[config.mk]
export PLATFORM = sky130hd
export DESIGN_NAME = sev_seg_reader
export DESIGN_NICKNAME = d
export VERILOG_FILES = /design/src/rtl/sev_seg_pkg.sv /design/src/rtl/sev_seg_enc.sv /design/src/rtl/sev_seg_reader.sv
export SDC_FILE = /design/constraint.sdc
export NUM_CORES = 1
export LEC_CHECK = 0
export BUFFER_PORTS_ARGS = -buffer_cell sky130_fd_sc_hd__buf_4
export CAP_MARGIN = 10
export CORE_ASPECT_RATIO = 0.5
export CORE_MARGIN = 2
export CORE_UTILIZATION = 45
export CTS_BUF_LIST = sky130_fd_sc_hd__clkbuf_16
export CTS_CLUSTER_DIAMETER = 100
export DETAILED_ROUTE_END_ITERATION = 7
export GPL_TIMING_DRIVEN = 0
export MAX_ROUTING_LAYER = met4
export PLACE_DENSITY = 0.66
export SLEW_MARGIN = 5
export SYNTH_ARGS = -nofsm -noshare
export SYNTH_HDL_FRONTEND = slang
export SYNTH_SLANG_ARGS = --single-unit
[constraint.sdc]
create_clock -name clk -period 3.05 [get_ports clk]
set_input_delay 0.305 -clock clk [delete_from_list [all_inputs] [get_ports clk]]
set_output_delay 0.305 -clock clk [all_outputs]
set_load 0.05 [all_outputs]
[src/rtl/sev_seg_pkg.sv]
// Shared types and glyph constants for the seven-segment bus reader.
// Glyphs are active-low: a lit segment is a 0 bit. Bit order is bit0=a ... bit6=g.
// The event struct carries enough index bits for the largest supported digit count (8).
package sev_seg_pkg;

  typedef logic [6:0] seg_t;

  localparam seg_t GLYPH_0   = 7'h40;  // abcdef
  localparam seg_t GLYPH_1   = 7'h79;  // bc
  localparam seg_t GLYPH_2   = 7'h24;  // abdeg
  localparam seg_t GLYPH_3   = 7'h30;  // abcdg
  localparam seg_t GLYPH_4   = 7'h19;  // bcfg
  localparam seg_t GLYPH_5   = 7'h12;  // acdfg
  localparam seg_t GLYPH_6   = 7'h02;  // acdefg
  localparam seg_t GLYPH_7   = 7'h78;  // abc
  localparam seg_t GLYPH_8   = 7'h00;  // abcdefg
  localparam seg_t GLYPH_9   = 7'h18;  // abcfg
  localparam seg_t GLYPH_A   = 7'h08;  // abcefg
  localparam seg_t GLYPH_B   = 7'h03;  // cdefg
  localparam seg_t GLYPH_C   = 7'h46;  // adef
  localparam seg_t GLYPH_D   = 7'h21;  // bcdeg
  localparam seg_t GLYPH_E   = 7'h06;  // adefg
  localparam seg_t GLYPH_F   = 7'h0E;  // aefg
  localparam seg_t SEG_BLANK = 7'h7F;

  typedef struct packed {
    logic [2:0] idx;
    logic [3:0] val;
    logic       ok;
    logic       dp;
  } evt_t;

  typedef enum logic [1:0] {
    ST_IDLE  = 2'd0,
    ST_TRACK = 2'd1,
    ST_DONE  = 2'd2
  } rd_state_t;

endpackage

[src/rtl/sev_seg_enc.sv]
// Segment pattern to hex value: inverse of the hex-to-segment decoder.
// Purely combinational, zero latency.
// No handshake; unrecognised patterns (including blank) give val=0, ok=0.
module sev_seg_enc
  import sev_seg_pkg::*;
(
  input  seg_t       seg,
  output logic [3:0] val,
  output logic       ok
);

  // Exact match against the sixteen legal glyphs; anything else is illegal.
  always_comb begin
    val = 4'h0;
    ok  = 1'b1;
    case (seg)
      GLYPH_0: val = 4'h0;
      GLYPH_1: val = 4'h1;
      GLYPH_2: val = 4'h2;
      GLYPH_3: val = 4'h3;
      GLYPH_4: val = 4'h4;
      GLYPH_5: val = 4'h5;
      GLYPH_6: val = 4'h6;
      GLYPH_7: val = 4'h7;
      GLYPH_8: val = 4'h8;
      GLYPH_9: val = 4'h9;
      GLYPH_A: val = 4'hA;
      GLYPH_B: val = 4'hB;
      GLYPH_C: val = 4'hC;
      GLYPH_D: val = 4'hD;
      GLYPH_E: val = 4'hE;
      GLYPH_F: val = 4'hF;
      default: begin
        val = 4'h0;
        ok  = 1'b0;
      end
    endcase
  end

endmodule

[src/rtl/sev_seg_reader.sv]
// Passive monitor of a multiplexed active-low 7-seg bus: per-digit register file + change events.
// Latency: input stable from edge k shows on digit_* after edge k+SYNC_STAGES+STABLE_CYCLES.
// Backpressure: event register holds while !evt_ready; a new event arriving then is dropped and sets ovf.
module sev_seg_reader
  import sev_seg_pkg::*;
#(
  parameter int NUM_DIGITS    = 4,
  parameter int STABLE_CYCLES = 8,
  parameter int SYNC_STAGES   = 2,
  localparam int IDX_W = (NUM_DIGITS > 1) ? $clog2(NUM_DIGITS) : 1
) (
  input  logic                    clk,
  input  logic                    rst_n,
  input  logic [6:0]              seg_n,
  input  logic                    dp_n,
  input  logic [NUM_DIGITS-1:0]   an_n,
  output logic [4*NUM_DIGITS-1:0] digit_val,
  output logic [NUM_DIGITS-1:0]   digit_ok,
  output logic [NUM_DIGITS-1:0]   digit_dp,
  output logic                    evt_valid,
  input  logic                    evt_ready,
  output logic [IDX_W-1:0]        evt_idx,
  output logic [3:0]              evt_val,
  output logic                    evt_ok,
  output logic                    evt_dp,
  output logic                    ovf,
  input  logic                    clr_ovf
);

  localparam int SW = NUM_DIGITS + 8;
  localparam int CW = $clog2(STABLE_CYCLES);
  localparam logic [CW-1:0] CNT_MAX  = CW'(STABLE_CYCLES - 1);
  localparam logic [SW-1:0] BUS_IDLE = '1;

  logic [SW-1:0]         sync_q [SYNC_STAGES];
  logic [SW-1:0]         prev_q;
  logic [SW-1:0]         cur;
  logic [NUM_DIGITS-1:0] strobe;
  seg_t                  cur_seg;
  logic                  cur_dp;
  logic                  diff;
  logic                  one_hot;
  logic [IDX_W-1:0]      cur_idx;
  logic [CW-1:0]         cnt_q;
  rd_state_t             state_q, state_d;
  logic                  capture;
  logic [3:0]            enc_val;
  logic                  enc_ok;
  logic [3:0]            val_q [NUM_DIGITS];
  logic [NUM_DIGITS-1:0] ok_q, dp_q, seen_q;
  logic                  new_evt;
  logic                  drop;
  evt_t                  evt_d, evt_q;

  // Bus synchronizer; resets to the idle bus so release never looks like a strobe.
  always_ff @(posedge clk or negedge rst_n) begin
    if (!rst_n) begin
      for (int i = 0; i < SYNC_STAGES; i++) sync_q[i] <= BUS_IDLE;
      prev_q <= BUS_IDLE;
    end else begin
      sync_q[0] <= {an_n, seg_n, dp_n};
      for (int i = 1; i < SYNC_STAGES; i++) sync_q[i] <= sync_q[i-1];
      prev_q <= sync_q[SYNC_STAGES-1];
    end
  end

  assign cur     = sync_q[SYNC_STAGES-1];
  assign strobe  = ~cur[SW-1:8];
  assign cur_seg = seg_t'(cur[7:1]);
  assign cur_dp  = cur[0];
  assign diff    = (cur != prev_q);
  assign one_hot = $onehot(strobe);

  // Position of the single active strobe (only meaningful when one_hot).
  always_comb begin
    cur_idx = '0;
    for (int i = 0; i < NUM_DIGITS; i++) begin
      if (strobe[i]) cur_idx = IDX_W'(i);
    end
  end

  // Run-length of identical synced samples, saturating at the capture threshold.
  always_ff @(posedge clk or negedge rst_n) begin
    if (!rst_n) begin
      cnt_q <= '0;
    end else if (diff) begin
      cnt_q <= '0;
    end else if (cnt_q != CNT_MAX) begin
      cnt_q <= cnt_q + 1'b1;
    end
  end

  // State register.
  always_ff @(posedge clk or negedge rst_n) begin
    if (!rst_n) state_q <= ST_IDLE;
    else        state_q <= state_d;
  end

  // Next state and capture strobe: one capture per stable one-hot run.
  always_comb begin
    state_d = state_q;
    capture = 1'b0;
    case (state_q)
      ST_IDLE: begin
        if (one_hot) state_d = ST_TRACK;
      end
      ST_TRACK: begin
        if (diff) begin
          state_d = one_hot ? ST_TRACK : ST_IDLE;
        end else if (cnt_q == CNT_MAX) begin
          capture = 1'b1;
          state_d = ST_DONE;
        end
      end
      ST_DONE: begin
        if (diff) state_d = one_hot ? ST_TRACK : ST_IDLE;
      end
      default: state_d = ST_IDLE;
    endcase
  end

  sev_seg_enc u_enc (
    .seg (cur_seg),
    .val (enc_val),
    .ok  (enc_ok)
  );

  // Candidate event and whether it is new information for this digit.
  always_comb begin
    evt_d.idx = 3'(cur_idx);
    evt_d.val = enc_val;
    evt_d.ok  = enc_ok;
    evt_d.dp  = ~cur_dp;
    new_evt   = capture && (!seen_q[cur_idx] ||
                            ({val_q[cur_idx], ok_q[cur_idx], dp_q[cur_idx]} !=
                             {enc_val, enc_ok, ~cur_dp}));
    drop      = new_evt && evt_valid && !evt_ready;
  end

  // Per-digit register file; always updated on capture, even if the event is dropped.
  always_ff @(posedge clk or negedge rst_n) begin
    if (!rst_n) begin
      for (int i = 0; i < NUM_DIGITS; i++) val_q[i] <= 4'h0;
      ok_q   <= '0;
      dp_q   <= '0;
      seen_q <= '0;
    end else if (capture) begin
      val_q[cur_idx]  <= enc_val;
      ok_q[cur_idx]   <= enc_ok;
      dp_q[cur_idx]   <= ~cur_dp;
      seen_q[cur_idx] <= 1'b1;
    end
  end

  // Single-entry event register; may reload on the same edge it is consumed.
  always_ff @(posedge clk or negedge rst_n) begin
    if (!rst_n) begin
      evt_q     <= '0;
      evt_valid <= 1'b0;
    end else if (new_evt && (!evt_valid || evt_ready)) begin
      evt_q     <= evt_d;
      evt_valid <= 1'b1;
    end else if (evt_valid && evt_ready) begin
      evt_valid <= 1'b0;
    end
  end

  // Sticky overflow; a drop on the same edge as a clear wins.
  always_ff @(posedge clk or negedge rst_n) begin
    if (!rst_n)       ovf <= 1'b0;
    else if (drop)    ovf <= 1'b1;
    else if (clr_ovf) ovf <= 1'b0;
  end

  // Pack the register file onto the flat output buses.
  always_comb begin
    digit_val = '0;
    for (int i = 0; i < NUM_DIGITS; i++) digit_val[4*i +: 4] = val_q[i];
  end

  assign digit_ok = ok_q;
  assign digit_dp = dp_q;
  assign evt_idx  = IDX_W'(evt_q.idx);
  assign evt_val  = evt_q.val;
  assign evt_ok   = evt_q.ok;
  assign evt_dp   = evt_q.dp;

endmodule

==> metrics.md <==
| Metric | Value |
|---|---|
| #FFs+latches synth | `79` |
| Crit path DAT | `3100 ps` |
| Tmin final | `roughly 2900 ps` |
| CP max stage delay | `~530 ps` |
| Via Count | `about 2.4k` |
| Total power | `2.352 mW` |
| Core area | `7943 um^2` |
| Maximum vdd drop | `about 0.00029 V` |
| CTS Hold Bufs | `0` |
| CTS root buf | `clkbuf_16` |
| Post-synth EDFFs | `0` |
| CP cell instances | `buf_6 -> buf_6 -> nor3b_1 -> o31ai_2 -> nand3_2 -> xor2_1 -> and4_1 -> a221o_1 -> buf_6 -> mux2_4` |
| Avg Inst Size Synth | `13.01 um^2` |
| Max clock buf depth | `2` |
| H-tree levels | `3` |
| Post-synth ARST share | `100.0%` |
| Row count | `23` |
| Routed vias/inst | `roughly 5.2` |
| Top delay family on crit path | `compound AO/OA/AOI/OAI gates` |
| Slowest CP cell | `dfstp_2` |
| Post-synth top area cell | `dfrtp_1` |
| Met1 wire length | `3.522 mm` |
| Critical setup path kind | `reg2reg` |
| Hold crit path type | `in2reg` |
| Placed insts | `442` |
| Cell mode on critical path | `buf_6` |
| Largest net degree at the start of global routing | `80` |
| Synthesized cell area | `3656 um^2` |
| Die area | `8905 um^2` |
| Sequential cell area fraction in the yosys report | `about 55%` |
| N_diodes | `0` |
| Area growth syn-to-layout | `23.07%` |
| Share of layout cells above drive strength 1 | `between 40% and 50%` |
| GRT overflow | `0` |
| Tcrit/Tclk final | `94.38%` |
| DRC | `0` |
| CTS tree | `done` |
| Least-Margin Pin Slew | `969.8 ps` |
| GRT Total Usage | `18.41%` |
| Post-Syn Nets | `302` |
| Final GP Congestion | `0.8683` |
| Max-slew headroom | `35.34%` |
| Highest metal used | `met4` |
| Pwr dens | `522.7 nW/um^2` |
| Top-area cell type share of the netlist area | `29.43%` |
| Startpoint types | `flop` |
| Die height | `67.74 um` |
| Post-DRT Antenna Nets | `0` |
| Chip width | `131.5 um` |
| Hpwl dp | `4.975 mm` |
| Leakage | `2.128 nW` |
| Synth area leaders | `dfrtp_1, dfstp_2, mux2_4` |
| DR WL met2 | `3.374 mm` |
| Post-route setup TNS | `0 ps` |
| DRT iter0 DRCs | `175` |
| Slew Limit Fails | `0` |
| Maxcap violations | `0` |
| Final setup violation count | `0` |
| Outcome | `completed` |
| Final net count | `roughly 360` |
| Most used DFF post-synth | `dfrtp_1` |
| Initial core utilization | `46.03%` |
| Final hold viol count | `0` |
| Syn. warnings | `0` |
| Crit end category | `flop` |
| Max FO, Critical Path | `10` |
| Routed wl met3 | `roughly 390 um` |
| Achievable Freq | `347.4 MHz` |
| Number of global-route vias before repair | `2388` |
| Routed length per placed instance | `16.14 um` |
| First-pass GRT wire length | `11.90 mm` |
| Number of buffers created by CTS | `9` |
| Io pins | `50` |
| CTS Sinks | `79` |
| Fin cells | `459` |
| Initial antenna violation count | `0` |
| Post-Route WL | `7.409 mm` |
| Clk_lat worst skew | `between 300 and 400 ps` |
| DR pass1 iterations | `4` |
| Post-synth cell types | `64` |
| Port Buf Inserts | `49` |
| Synth Instances | `between 200 and 300` |
| CTS clk-pin slew, worst paths | `60 ps` |
| CP bufs+invs | `3` |
| CP required | `3270 ps` |
| Final setup skew | `roughly 5.7 ps` |
registers in the layout, summed over array words and instances, names as in the netlist:
name and cells:
ovf 1, evt_idx 2, digit_ok 4, evt_ok 1, sync_q 12, evt_val 4, digit_val 16, state_q 2
cur 12, evt_dp 1, prev_q 12, evt_valid 1, digit_dp 4, cnt_q 3, seen_q 4
worst reg2reg max path, stage by stage, from the launching register on:
cell     delay (ps)
dfstp_2         530
buf_6           120
buf_6           130
nor3b_1          60
o31ai_2         390
nand3_2         260
xor2_1          230
and4_1          230
a221o_1         330
buf_6           160
mux2_4          300
report_power, final:
group | internal (mW) | leakage (nW) | total, mW | switching, mW
Combinational | 0.0611 | 0.997 | 0.154 | 0.0928
Sequential | 1.10 | 0.974 | 1.11 | 0.0183
Clock | 0.677 | 0.157 | 1.08 | 0.408
Total | 1.83 | 2.13 | 2.35 | 0.519
logic make-up after synthesis:
group / synth area share [%]
flip-flops: 55.30
AND/OR/NAND/NOR: 12.59
AO/OA/AOI/OAI: 7.597
adder cells (fa/ha/maj): 2.190
XOR/XNOR: 4.552
multiplexers: 13.11
buffers and inverters: 4.654
cell type report:
type,instances,area [um^2]
Inverter,10,37.54
Clock buffer,10,250.2
Timing Repair Buffer,50,387.9
Sequential cell,79,2022
Tap cell,112,140.1
Fill cell,702,3443
Multi-Input combinational cell,175,1473
Clock inverter,6,56.30
Buffer,17,132.6
per-stage QoR:
step	hold WS [ps]	setup slack (ps)	cell area (um^2)	utilization (%)
2_1_floorplan	9.409	454.8	3656	-
5_1_grt	52.45	-2.774	4499	56.65
4_1_cts	54.99	58.33	4471	56.29
3_3_place_gp	345.5	87.05	4164	52.43
6_report	68.63	171.3	4499	56.65
3_5_place_dp	346.8	71.89	4164	52.43
routing by layer:
metal,vias up,track usage [%]
met3,12,5.330
li1,1126,-
met2,57,28.08
met4,0,9.511
met5,-,-
met1,1184,22.79
repair_timing:
| item | in CTS | in global routing |
|---|---|---|
| buffers inserted | 0 | 1 |
| resized for setup | 0 | 2 |
| setup endpoints to repair | 0 | 11 |
cell usage in the layout (no fill, tap or decap), drive strengths merged, types with 3 or more instances in the layout:
cell    netlist  final
buf          15     65
dfrtp        43     43
dfstp        36     36
mux2         27     27
xor2         18     18
nor2         16     16
mux2i        13     13
clkbuf        2     12
inv          10     11
nand2        10     10
o21ai         8      8
a21oi         7      7
nor3b         5      5
or2           5      5
nor4          5      5
nor3          5      5
nand2b        4      4
a211oi        4      4
ha            4      4
clkinv        0      4
nand3         3      3
worst paths after layout:
path | cells past startpoint | slack (ps) | startpoint | to
setup / recovery | 10 | 170 | cur[1] | evt_idx[0]
hold / removal | 1 | 70 | seg_n[1] | sync_q[14]
setup reg to reg | 10 | 170 | cur[1] | evt_idx[0]
hold reg to reg | 0 | 350 | sync_q[16] | cur[4]
max in group asynchronous | 1 | 2310 | rst_n | digit_val[5]
min in group asynchronous | 1 | 140 | rst_n | digit_val[2]
cells in the mapped netlist, types with 2 or more instances:
cell type	n
dfrtp_1	43
nor4bb_1	2
nor4_1	3
a211oi_1	4
a22oi_1	2
ha_1	4
mux2i_1	13
nand4_1	2
nand4b_1	2
or2_2	4
o2111ai_1	2
a31oi_1	2
nor3b_1	5
o211ai_1	2
buf_4	6
nor4_2	2
nand3_2	2
buf_6	5
mux2_2	15
buf_2	4
inv_1	10
mux2_4	12
xor2_1	18
nand2_1	10
dfstp_2	36
nor2_1	16
nand2b_1	4
o21ai_0	7
nor3_1	3
a21oi_1	7
Note: power is estimated with default switching activity, not from simulation.
